===== config.mk =====
export PLATFORM = sky130hd
export DESIGN_NAME = td4_program_store
export DESIGN_NICKNAME = d
export VERILOG_FILES = /design/src/rtl/td4_pkg.sv /design/src/rtl/td4_prog_mem.sv /design/src/rtl/td4_program_store.sv
export SDC_FILE = /design/constraint.sdc
export NUM_CORES = 1
export LEC_CHECK = 0
export ABC_CLOCK_PERIOD_IN_PS = 5400
export BUFFER_PORTS_ARGS = -buffer_cell sky130_fd_sc_hd__buf_2
export CAP_MARGIN = 5
export CORE_MARGIN = 2
export CORE_UTILIZATION = 50
export CTS_CLUSTER_SIZE = 24
export DETAILED_ROUTE_END_ITERATION = 10
export MAX_ROUTING_LAYER = met4
export PLACE_DENSITY = 0.76
export SLEW_MARGIN = 5
export SYNTH_ARGS = -nofsm -noshare
export SYNTH_HDL_FRONTEND = slang
export SYNTH_SLANG_ARGS = --single-unit

===== constraint.sdc =====
create_clock -name clk -period 5.4 [get_ports clk]
set_clock_uncertainty 0.2 [all_clocks]
set_input_delay 0.54 -clock clk [delete_from_list [all_inputs] [get_ports clk]]
set_output_delay 0.54 -clock clk [all_outputs]
set_load 0.01 [all_outputs]

===== src/rtl/td4_pkg.sv =====
// td4_pkg: shared definitions for the TD4 program store.
//   - controller state encoding
//   - default address / data widths
//   - instruction field slice positions and the NOP encoding
package td4_pkg;

    localparam int unsigned ADDR_W_DEFAULT = 4;
    localparam int unsigned DATA_W_DEFAULT = 8;

    // Field positions for the default 8-bit instruction word.
    localparam int unsigned OPC_MSB = DATA_W_DEFAULT - 1;
    localparam int unsigned OPC_LSB = DATA_W_DEFAULT / 2;
    localparam int unsigned IMM_MSB = DATA_W_DEFAULT / 2 - 1;
    localparam int unsigned IMM_LSB = 0;

    // ADD A,0: opcode 0000, immediate 0.
    localparam logic [DATA_W_DEFAULT-1:0] NOP = 8'h00;

    typedef enum logic [1:0] {
        StIdle = 2'd0,
        StLoad = 2'd1,
        StRun  = 2'd2
    } state_e;

endpackage


===== src/rtl/td4_prog_mem.sv =====
// td4_prog_mem: 2**ADDR_W x DATA_W flop array.
//   clk, rst_n : clock, async active-low reset (clears every word)
//   we, waddr, wdata : synchronous write port
//   raddr, rdata     : combinational read port
module td4_prog_mem
    import td4_pkg::*;
#(
    parameter int unsigned ADDR_W = ADDR_W_DEFAULT,
    parameter int unsigned DATA_W = DATA_W_DEFAULT
) (
    input  logic              clk,
    input  logic              rst_n,
    input  logic              we,
    input  logic [ADDR_W-1:0] waddr,
    input  logic [DATA_W-1:0] wdata,
    input  logic [ADDR_W-1:0] raddr,
    output logic [DATA_W-1:0] rdata
);

    localparam int unsigned DEPTH = 2 ** ADDR_W;

    logic [DATA_W-1:0] mem_q [DEPTH];

    always_ff @(posedge clk or negedge rst_n) begin
        if (!rst_n) begin
            for (int i = 0; i < DEPTH; i++) begin
                mem_q[i] <= '0;
            end
        end else if (we) begin
            mem_q[waddr] <= wdata;
        end
    end

    assign rdata = mem_q[raddr];

endmodule


===== src/rtl/td4_program_store.sv =====
// td4_program_store: instruction supply for the TD4 core.
// Loads a program image byte-serially (valid/ready), then fetches mem[pc]
// into a registered instruction word while gating the core with cpu_run.
//   clk, rst_n            : clock, async active-low reset
//   load_en               : level request for load mode
//   start                 : begin execution from idle
//   load_valid/load_data  : byte stream in; load_ready accepts
//   load_done             : one-cycle pulse after the last address is written
//   wr_addr_o             : next write address (debug)
//   pc                    : fetch address from the core
//   opcode/immediate      : registered halves of mem[pc]
//   cpu_run               : high only while running
module td4_program_store
    import td4_pkg::*;
#(
    parameter int unsigned ADDR_W = ADDR_W_DEFAULT,
    parameter int unsigned DATA_W = DATA_W_DEFAULT
) (
    input  logic                clk,
    input  logic                rst_n,
    input  logic                load_en,
    input  logic                start,
    input  logic                load_valid,
    input  logic [DATA_W-1:0]   load_data,
    output logic                load_ready,
    output logic                load_done,
    output logic [ADDR_W-1:0]   wr_addr_o,
    input  logic [ADDR_W-1:0]   pc,
    output logic [DATA_W/2-1:0] opcode,
    output logic [DATA_W/2-1:0] immediate,
    output logic                cpu_run
);

    localparam int unsigned HALF = DATA_W / 2;

    state_e            state_q, state_d;
    logic [ADDR_W-1:0] wr_addr_q, wr_addr_d;
    logic [DATA_W-1:0] instr_q, instr_d;
    logic              load_done_q, load_done_d;
    logic              mem_we;
    logic [DATA_W-1:0] mem_rdata;

    td4_prog_mem #(
        .ADDR_W (ADDR_W),
        .DATA_W (DATA_W)
    ) u_mem (
        .clk   (clk),
        .rst_n (rst_n),
        .we    (mem_we),
        .waddr (wr_addr_q),
        .wdata (load_data),
        .raddr (pc),
        .rdata (mem_rdata)
    );

    always_comb begin
        state_d     = state_q;
        wr_addr_d   = wr_addr_q;
        load_done_d = 1'b0;
        mem_we      = 1'b0;
        unique case (state_q)
            StIdle: begin
                if (load_en) begin
                    state_d   = StLoad;
                    wr_addr_d = '0;
                end else if (start) begin
                    state_d = StRun;
                end
            end
            StLoad: begin
                // Dropping load_en aborts; any byte offered that cycle is discarded.
                if (!load_en) begin
                    state_d = StIdle;
                end else if (load_valid) begin
                    mem_we    = 1'b1;
                    wr_addr_d = wr_addr_q + ADDR_W'(1);
                    if (&wr_addr_q) begin
                        state_d     = StRun;
                        load_done_d = 1'b1;
                    end
                end
            end
            StRun: begin
                if (load_en) begin
                    state_d   = StLoad;
                    wr_addr_d = '0;
                end
            end
            default: state_d = StIdle;
        endcase
    end

    // Fetch only while staying in run; every other case parks the word at NOP.
    assign instr_d = (state_q == StRun && state_d == StRun) ? mem_rdata : '0;

    always_ff @(posedge clk or negedge rst_n) begin
        if (!rst_n) begin
            state_q     <= StIdle;
            wr_addr_q   <= '0;
            instr_q     <= '0;
            load_done_q <= 1'b0;
        end else begin
            state_q     <= state_d;
            wr_addr_q   <= wr_addr_d;
            instr_q     <= instr_d;
            load_done_q <= load_done_d;
        end
    end

    assign load_ready = (state_q == StLoad) && load_en;
    assign load_done  = load_done_q;
    assign wr_addr_o  = wr_addr_q;
    assign opcode     = instr_q[DATA_W-1:HALF];
    assign immediate  = instr_q[HALF-1:0];
    assign cpu_run    = (state_q == StRun);

endmodule

==> results by group, run 1 <==
Yosys
  – Net Count, Synth: 454
  – Synthesis-stage register bit count: 143
  – Synthesized-area fraction occupied by adder cells: 0.758%
  – Yosys top cell by area: dfrtp_1
  – EDFF count, synth: 0
  – Ys Warns: 0
  – Largest family of logic cells by synthesized area: multiplexers
  – Post-Syn Area: 6600 um2
  – Post-synthesis simple-gate area fraction: 5.23%
  – Async SR Flop Fraction: 100%
  – Synth top area share: 54.2%
  – Mux share of post-synthesis cell area: 33.9%
  – Synth area leaders: dfrtp_1 (54%), mux2_2 (24%), mux4_2 (8.2%)
  – Syn Inst Count: 433
  – Synth cell types: 35
  – XOR/XNOR share of the synthesized area: 0%
  – Sequential area share after synthesis: 54.2%
  – Mapped Avg Cell Area: 15.3 um2
  – Compound-cell area share of the yosys netlist: 3.05%
  – Synth Flop Type: dfrtp_1

Detailed routing
  – Final WL: 14500 um
  – Wire length on met2: 7370 um
  – DR DRC count: 0
  – DRT antenna net count: 0
  – Max Used Layer: met4
  – Total number of vias: 3757
  – Drt pass-1 iters: 4
  – DR iter-0 viols: 284
  – Drt via density: 5.86
  – Metal1 wirelength: 6390 um
  – WL/cell: 22.7 um
  – Met3 wirelength from detailed routing: 486 um

Critical path
  – Worst Path Required: 5.50 ns
  – R2R depth: 3
  – Reg2reg start: wr_addr_o[2]$_DFFE_PN0P_
  – Crit start category: register
  – CP Capture Point: u_mem.mem_q[69]$_DFFE_PN0P_
  – Crit path DAT: 2.53 ns
  – Critical path peak fanout: 12
  – Crit path capture type: register
  – Worst R2R Setup Slack: 2.97 ns
  – Reg2reg end: u_mem.mem_q[69]$_DFFE_PN0P_
  – CP Class: reg2reg
  – Setup crit start: wr_addr_o[2]$_DFFE_PN0P_

Pwr
  – Net Switching: 0.576 mW
  – Seq pwr share: 47.9%
  – Clock power share: 42.9%
  – PwrDens: 340 nW/um2
  – Gate power share: 9.2%
  – Leakage: 3.70 nW
  – IR Drop Worst-Case VDD: 0.242 mV
  – Int Power: 1.93 mW
  – Total power: 2.50 mW
  – Net Sw Frac: 23.0%

Global routing
  – Pin count of the biggest net entering global routing: 100
  – First-pass GRT wire length: 23200 um
  – GRT Overall Usage: 22.7%
  – Initial antenna violation count: 0
  – Global route overflow: 0
  – Vias in the first global route: 4076

STA
  – RSZ-0062 raised after global routing: no
  – Min Hold Slack: 0.000389 ns
  – Setup ws final: 2.97 ns
  – Count of final max-slew check failures: 0
  – Slew HR: 28.0%
  – Setup TNS: 0 ns
  – Final setup viols: 0
  – Final Cycle Share: 45.0%
  – Period minus WS final: 2.43 ns
  – Final hold vios: 0
  – Worst-Margin Slew: 1.08 ns
  – FMAX: 0.412 GHz

Place
  – Placement Cell Area: 6830 um2
  – Place WS: 2.77 ns
  – Placed Cells: 610
  – RePlAce Congestion: 0.756
  – Input/output buffers: 31
  – Placed wire-length estimate: 9060 um

Layout
  – Layout fillers: 964
  – Fin cells: 641
  – Finished Cell Area: 7360 um2
  – Layout Nets: 478
  – End-of-flow core utilization: 57.7%
  – P&R area growth vs syn: 11.5%
  – Antenna diodes: 0
  – Ratio of cells with drive above 1 in the final layout: 52.0%

Clock network
  – Worst-path clk slew: 0.06 ns
  – Setup repair bufs after CTS: 0
  – H-Tree Depth: 4
  – TritonCTS Buffers: 17
  – Longest Clk Path Bufs: 2
  – Post-cts hold buffer count: 0
  – TritonCTS clock tree: yes
  – Clk Latency, worst-skew pair: 0.42 ns
  – Root Buffer Master: clkbuf_16
  – Clk sinks: 143
  – Post_cts resized: 0

Floorplan
  – # IOs: 32
  – Die Ht: 119 um
  – Die ar.: 14100 um2
  – Core ar.: 12800 um2
  – Die Wd: 119 um
  – Cell Rows: 41
  – Starting density of the core: 51.7%

Run
  – Max cap viols: 0

Outcome
  – Status: completed

Worst hold path
  – HP Class: in2async
## worst max-delay path, cell delays in order (launching register included)
cell     delay, ns
dfrtp_1       0.76
nor2b_1       0.62
nand2_2       0.37
mux2_2        0.37
## per-layer routing
metal | up-vias | GRT usage (%)
li1 | 1645 | -
met1 | 2025 | 28.4
met2 | 68 | 36.7
met3 | 19 | 5.36
met4 | 0 | 7.59
met5 | - | -
## worst min path at each step
stage,to,slack (ns)
finish,u_mem.mem_q[123]$_DFFE_PN0P_,0.0004
global route,u_mem.mem_q[123]$_DFFE_PN0P_,0.1
CTS,u_mem.mem_q[107]$_DFFE_PN0P_,0.06
detailed placement,u_mem.mem_q[17]$_DFFE_PN0P_,0.29
global placement,u_mem.mem_q[21]$_DFFE_PN0P_,0.28
floorplan,instr_q[0]$_DFF_PN0_,0.04
## cells in the mapped netlist, types with 2 or more instances
cell type and n:
a21oi_1 5, and3_1 4, buf_2 9, buf_4 4
buf_6 4, clkbuf_1 9, dfrtp_1 143, ha_1 4
inv_1 8, mux2_2 143, mux2i_1 9, mux4_2 24
nand2_1 5, nand2_2 3, nand2_4 9, nand2b_1 2
nand3_4 4, nor2_1 8, nor2b_1 2, o21ai_0 5
o22ai_1 9, o32ai_1 7
## power groups by stage
stage | combinational (mW) | sequential [mW] | clock (mW)
3_3_place_gp | 0.224 | 1.21 | 0
3_5_place_dp | 0.233 | 1.21 | 0
5_1_grt | 0.255 | 1.21 | 1.13
2_1_floorplan | 0.168 | 1.20 | 0
6_report | 0.231 | 1.20 | 1.07
4_1_cts | 0.235 | 1.20 | 1.08
## logic make-up after synthesis
group / count (synthesis)
and+or+nand+nor: 45
muxes: 176
buffers and inverters: 35
AOI/OAI and AO/OA: 30
DFF: 143
adders and majority gates: 4
## registers in the layout, indices dropped and copies added (netlist names)
name / flops
wr_addr_o: 4
state_q: 2
u_mem.mem_q: 128
instr_q: 8
load_done: 1
## cells in the final DEF (no fill, tap or decap), types with 7 or more instances in the layout
cell	instances
buf_2	30
clkbuf_16	17
dfrtp_1	143
inv_1	8
mux2_2	143
mux2i_1	9
mux4_2	24
nand2_4	9
nor2_1	8
o22ai_1	9
o32ai_1	7
## layout make-up
type                    count  area [um2]  share of cell area (%)
multi-input cells         255        2840                    38.5
repair buffers             32         169                    2.29
clock buffers              24         472                    6.41
inverters                   8        30.0                   0.408
well taps                 172         215                    2.92
flip-flops and latches    143        3580                    48.6
clock inverters             7        62.6                   0.849
No activity file was read; power rests on OpenSTA's default activity.
==> run 2: changes to the inputs <==
--- a/config.mk
+++ b/config.mk
@@ -5,7 +5,7 @@
 export SDC_FILE = /design/constraint.sdc
 export NUM_CORES = 1
 export LEC_CHECK = 0
-export ABC_CLOCK_PERIOD_IN_PS = 5400
+export ABC_CLOCK_PERIOD_IN_PS = 2350
 export BUFFER_PORTS_ARGS = -buffer_cell sky130_fd_sc_hd__buf_2
 export CAP_MARGIN = 5
 export CORE_MARGIN = 2
==> constraint.sdc (replaced) <==
create_clock -name clk -period 2.35 [get_ports clk]
set_clock_uncertainty 0.2 [all_clocks]
set_input_delay 0.235 -clock clk [delete_from_list [all_inputs] [get_ports clk]]
set_output_delay 0.235 -clock clk [all_outputs]
set_load 0.01 [all_outputs]
==> run 2 against run 1 <==
Sequential power up 130%. Non-clock buffer count rose by 17. Utilization increased by 1.8 points. First-iteration DRC count shrank 3.9%. Via count up 1.0%. Largest cell class unchanged. Setup slack worse by 2.8 ns. Worst hold slack better by 0.081 ns. Wire length down 1.8%. Combinational power increased by 140%. Clock power up 140%.
==> results by group, run 2 (synthesis results as in run 1) <==
Detailed routing
  – Drt via density: 5.77 (-1.6%)
  – Drt pass-1 iters: 4 (unchanged)
  – DRT antenna net count: 0 (unchanged)
  – DR DRC count: 0 (unchanged)
  – Total number of vias: 3796 (+1.0%)
  – WL/cell: 21.7 um (-4.4%)
  – DR iter-0 viols: 273 (-3.9%)
  – Final WL: 14300 um (-1.8%)

Floorplan
  – # IOs: 32 (unchanged)
  – Die Ht: 119 um (unchanged)
  – Die ar.: 14100 um2 (unchanged)
  – Starting density of the core: 51.7% (unchanged)
  – Core ar.: 12800 um2 (unchanged)
  – Cell Rows: 41 (unchanged)
  – Die Wd: 119 um (unchanged)

STA
  – Final hold vios: 0 (unchanged)
  – Worst-Margin Slew: 0.597 ns (-0.484 ns)
  – Setup TNS: 0 ns (unchanged)
  – Count of final max-slew check failures: 0 (unchanged)
  – Final setup viols: 0 (unchanged)
  – FMAX: 0.461 GHz (+12%)
  – Setup ws final: 0.179 ns (-2.79 ns)
  – Slew HR: 60.2% (+32 points)
  – Final Cycle Share: 92.4% (+47 points)
  – Period minus WS final: 2.17 ns (-0.257 ns)
  – RSZ-0062 raised after global routing: no

Place
  – Input/output buffers: 31 (unchanged)
  – RePlAce Congestion: 0.843 (+12%)
  – Placed wire-length estimate: 9400 um (+3.7%)
  – Place WS: 0.350 ns (-2.42 ns)

Critical path
  – Max incr delay on CP: 0.56 ns (-0.20 ns)
  – Critical-path cell list: ha_1, and3_2, nand3_4, o31ai_1, dlygate4sd3_1
  – Crit path buf inv count: 1 (+1)
  – Critical path peak fanout: 10 (-2)
  – Crit path DAT: 2.28 ns (-0.25 ns)
  – CP Class: reg2reg
  – CP top delay family: buffers and inverters
  – Setup crit start: wr_addr_o[0]$_DFFE_PN0P_
  – Crit path max-delay cell type: dlygate4sd3_1
  – Worst Path Required: 2.46 ns (-3.04 ns)
  – Reg2reg start: wr_addr_o[0]$_DFFE_PN0P_
  – Crit path capture type: register
  – Crit start category: register

Clock network
  – Clk sinks: 143 (unchanged)
  – Longest Clk Path Bufs: 2 (unchanged)
  – TritonCTS clock tree: yes
  – TritonCTS Buffers: 17 (unchanged)
  – Worst-path clk slew: 0.06 ns (about the same)
  – Setup repair bufs after CTS: 0 (unchanged)
  – Root Buffer Master: clkbuf_16
  – Clk Latency, worst-skew pair: 0.43 ns (about the same)
  – H-Tree Depth: 4 (unchanged)

Run
  – Max cap viols: 0 (unchanged)

Pwr
  – Clock power share: 43.8% (+0.9 points)
  – Gate power share: 9.6% (+0.4 points)
  – IR Drop Worst-Case VDD: 0.510 mV (+110%)
  – Leakage: 3.81 nW (+3.1%)
  – Int Power: 4.59 mW (+140%)
  – PwrDens: 779 nW/um2 (+130%)
  – Net Sw Frac: 22.4% (-0.63 points)
  – Net Switching: 1.32 mW (+130%)
  – Seq pwr share: 46.7% (-1.2 points)

Worst hold path
  – Worst hold start: load_data[0]
  – HP Class: in2reg

Layout
  – Layout Nets: 495 (+3.6%)
  – Antenna diodes: 0 (unchanged)
  – P&R area growth vs syn: 15.0%
  – Ratio of cells with drive above 1 in the final layout: 53.1% (+1.1 points)
  – Most frequent cells in the layout: mux2_2 (143), dfrtp_1 (143), buf_2 (30), mux4_2 (24), clkbuf_16 (17)
  – Max FFs per register: 128 (unchanged)
  – Biggest register: u_mem.mem_q

Global routing
  – GRT Overall Usage: 22.5% (-0.27 points)
  – First-pass GRT wire length: 23200 um (-0.36%)
  – Vias in the first global route: 4225 (+3.7%)
  – Initial antenna violation count: 0 (unchanged)
  – Global route overflow: 0 (unchanged)
  – Pin count of the biggest net entering global routing: 66 (-34%)

Outcome
  – Status: completed
[run 2: cell count changes in the layout (fill, tap and decap cells not counted), moves of 2 or more]
| cell | previous run | this run |
|---|---|---|
| clkinv_2 | 5 | 3 |
| buf_12 | 0 | 4 |
| buf_4 | 1 | 9 |
| dlygate4sd3_1 | 0 | 5 |
[run 2: power by group through the flow]
stage | registers [mW] | logic (mW) | clock network, mW
6_report | 2.76 | 0.565 | 2.59
5_1_grt | 2.78 | 0.615 | 2.73
4_1_cts | 2.76 | 0.574 | 2.62
3_5_place_dp | 2.79 | 0.565 | 0
3_3_place_gp | 2.78 | 0.542 | 0
2_1_floorplan | 2.76 | 0.385 | 0
[run 2: path summary, 6_finish.rpt]
path	endpoint	slack [ns]	depth (start not counted)
min in group asynchronous	u_mem.mem_q[5]$_DFFE_PN0P_	0.17	2
max reg2reg	state_q[1]$_DFF_PN0_	0.18	5
min reg2reg	u_mem.mem_q[92]$_DFFE_PN0P_	0.30	1
min	u_mem.mem_q[104]$_DFFE_PN0P_	0.08	2
max	state_q[1]$_DFF_PN0_	0.18	5
max in group asynchronous	u_mem.mem_q[88]$_DFFE_PN0P_	1.12	3
[run 2: what timing repair did]
item	in CTS	in global routing
endpoints found under the setup margin	0	1
hold endpoints to repair	66	0
gates resized for setup	0	2
hold buffers	5	0
[run 2: layout make-up]
type                    instances  area [um2]
fillers                       927        5180
flip-flops and latches        143        3580
multi-input cells             255        2840
clock buffers                  25         485
repair buffers                 49         359
well taps                     172         215
clock inverters                 6        82.6
inverters                       8        30.0
[run 2: worst register-to-register path, delay by kind of cell (launching register included)]
kind / cells / cell delay (ns)
buffers and inverters: 1 / 0.56
AND/OR/NAND/NOR: 2 / 0.48
flip-flops: 1 / 0.45
adder cells (fa/ha/maj): 1 / 0.27
AO/OA/AOI/OAI: 1 / 0.10
[run 2: per-layer routing]
metal  vias to the layer above  track usage (%)  wire [um]
met1                      2022             26.5       6010
li1                       1684                -          -
met2                        63             37.5       7430
met4                         0             9.52        411
met3                        27             4.74        408
met5                         -                -          0
[run 2: per-stage QoR]
stage / cells / total power [mW] / hold WS [ns] / instance area [um2] / utilization, %
finish: 658 / 5.91 / 0.0814 / 7590 / 59.4
global route: 658 / 6.12 / 0.122 / 7590 / 59.4
CTS: 658 / 5.94 / 0.0937 / 7590 / 59.4
detailed placement: 622 / 3.36 / 0.0676 / 6970 / 54.6
global placement: 622 / 3.32 / 0.0590 / 6970 / 54.6
floorplan: 433 / 3.15 / -0.261 / 6600 / -
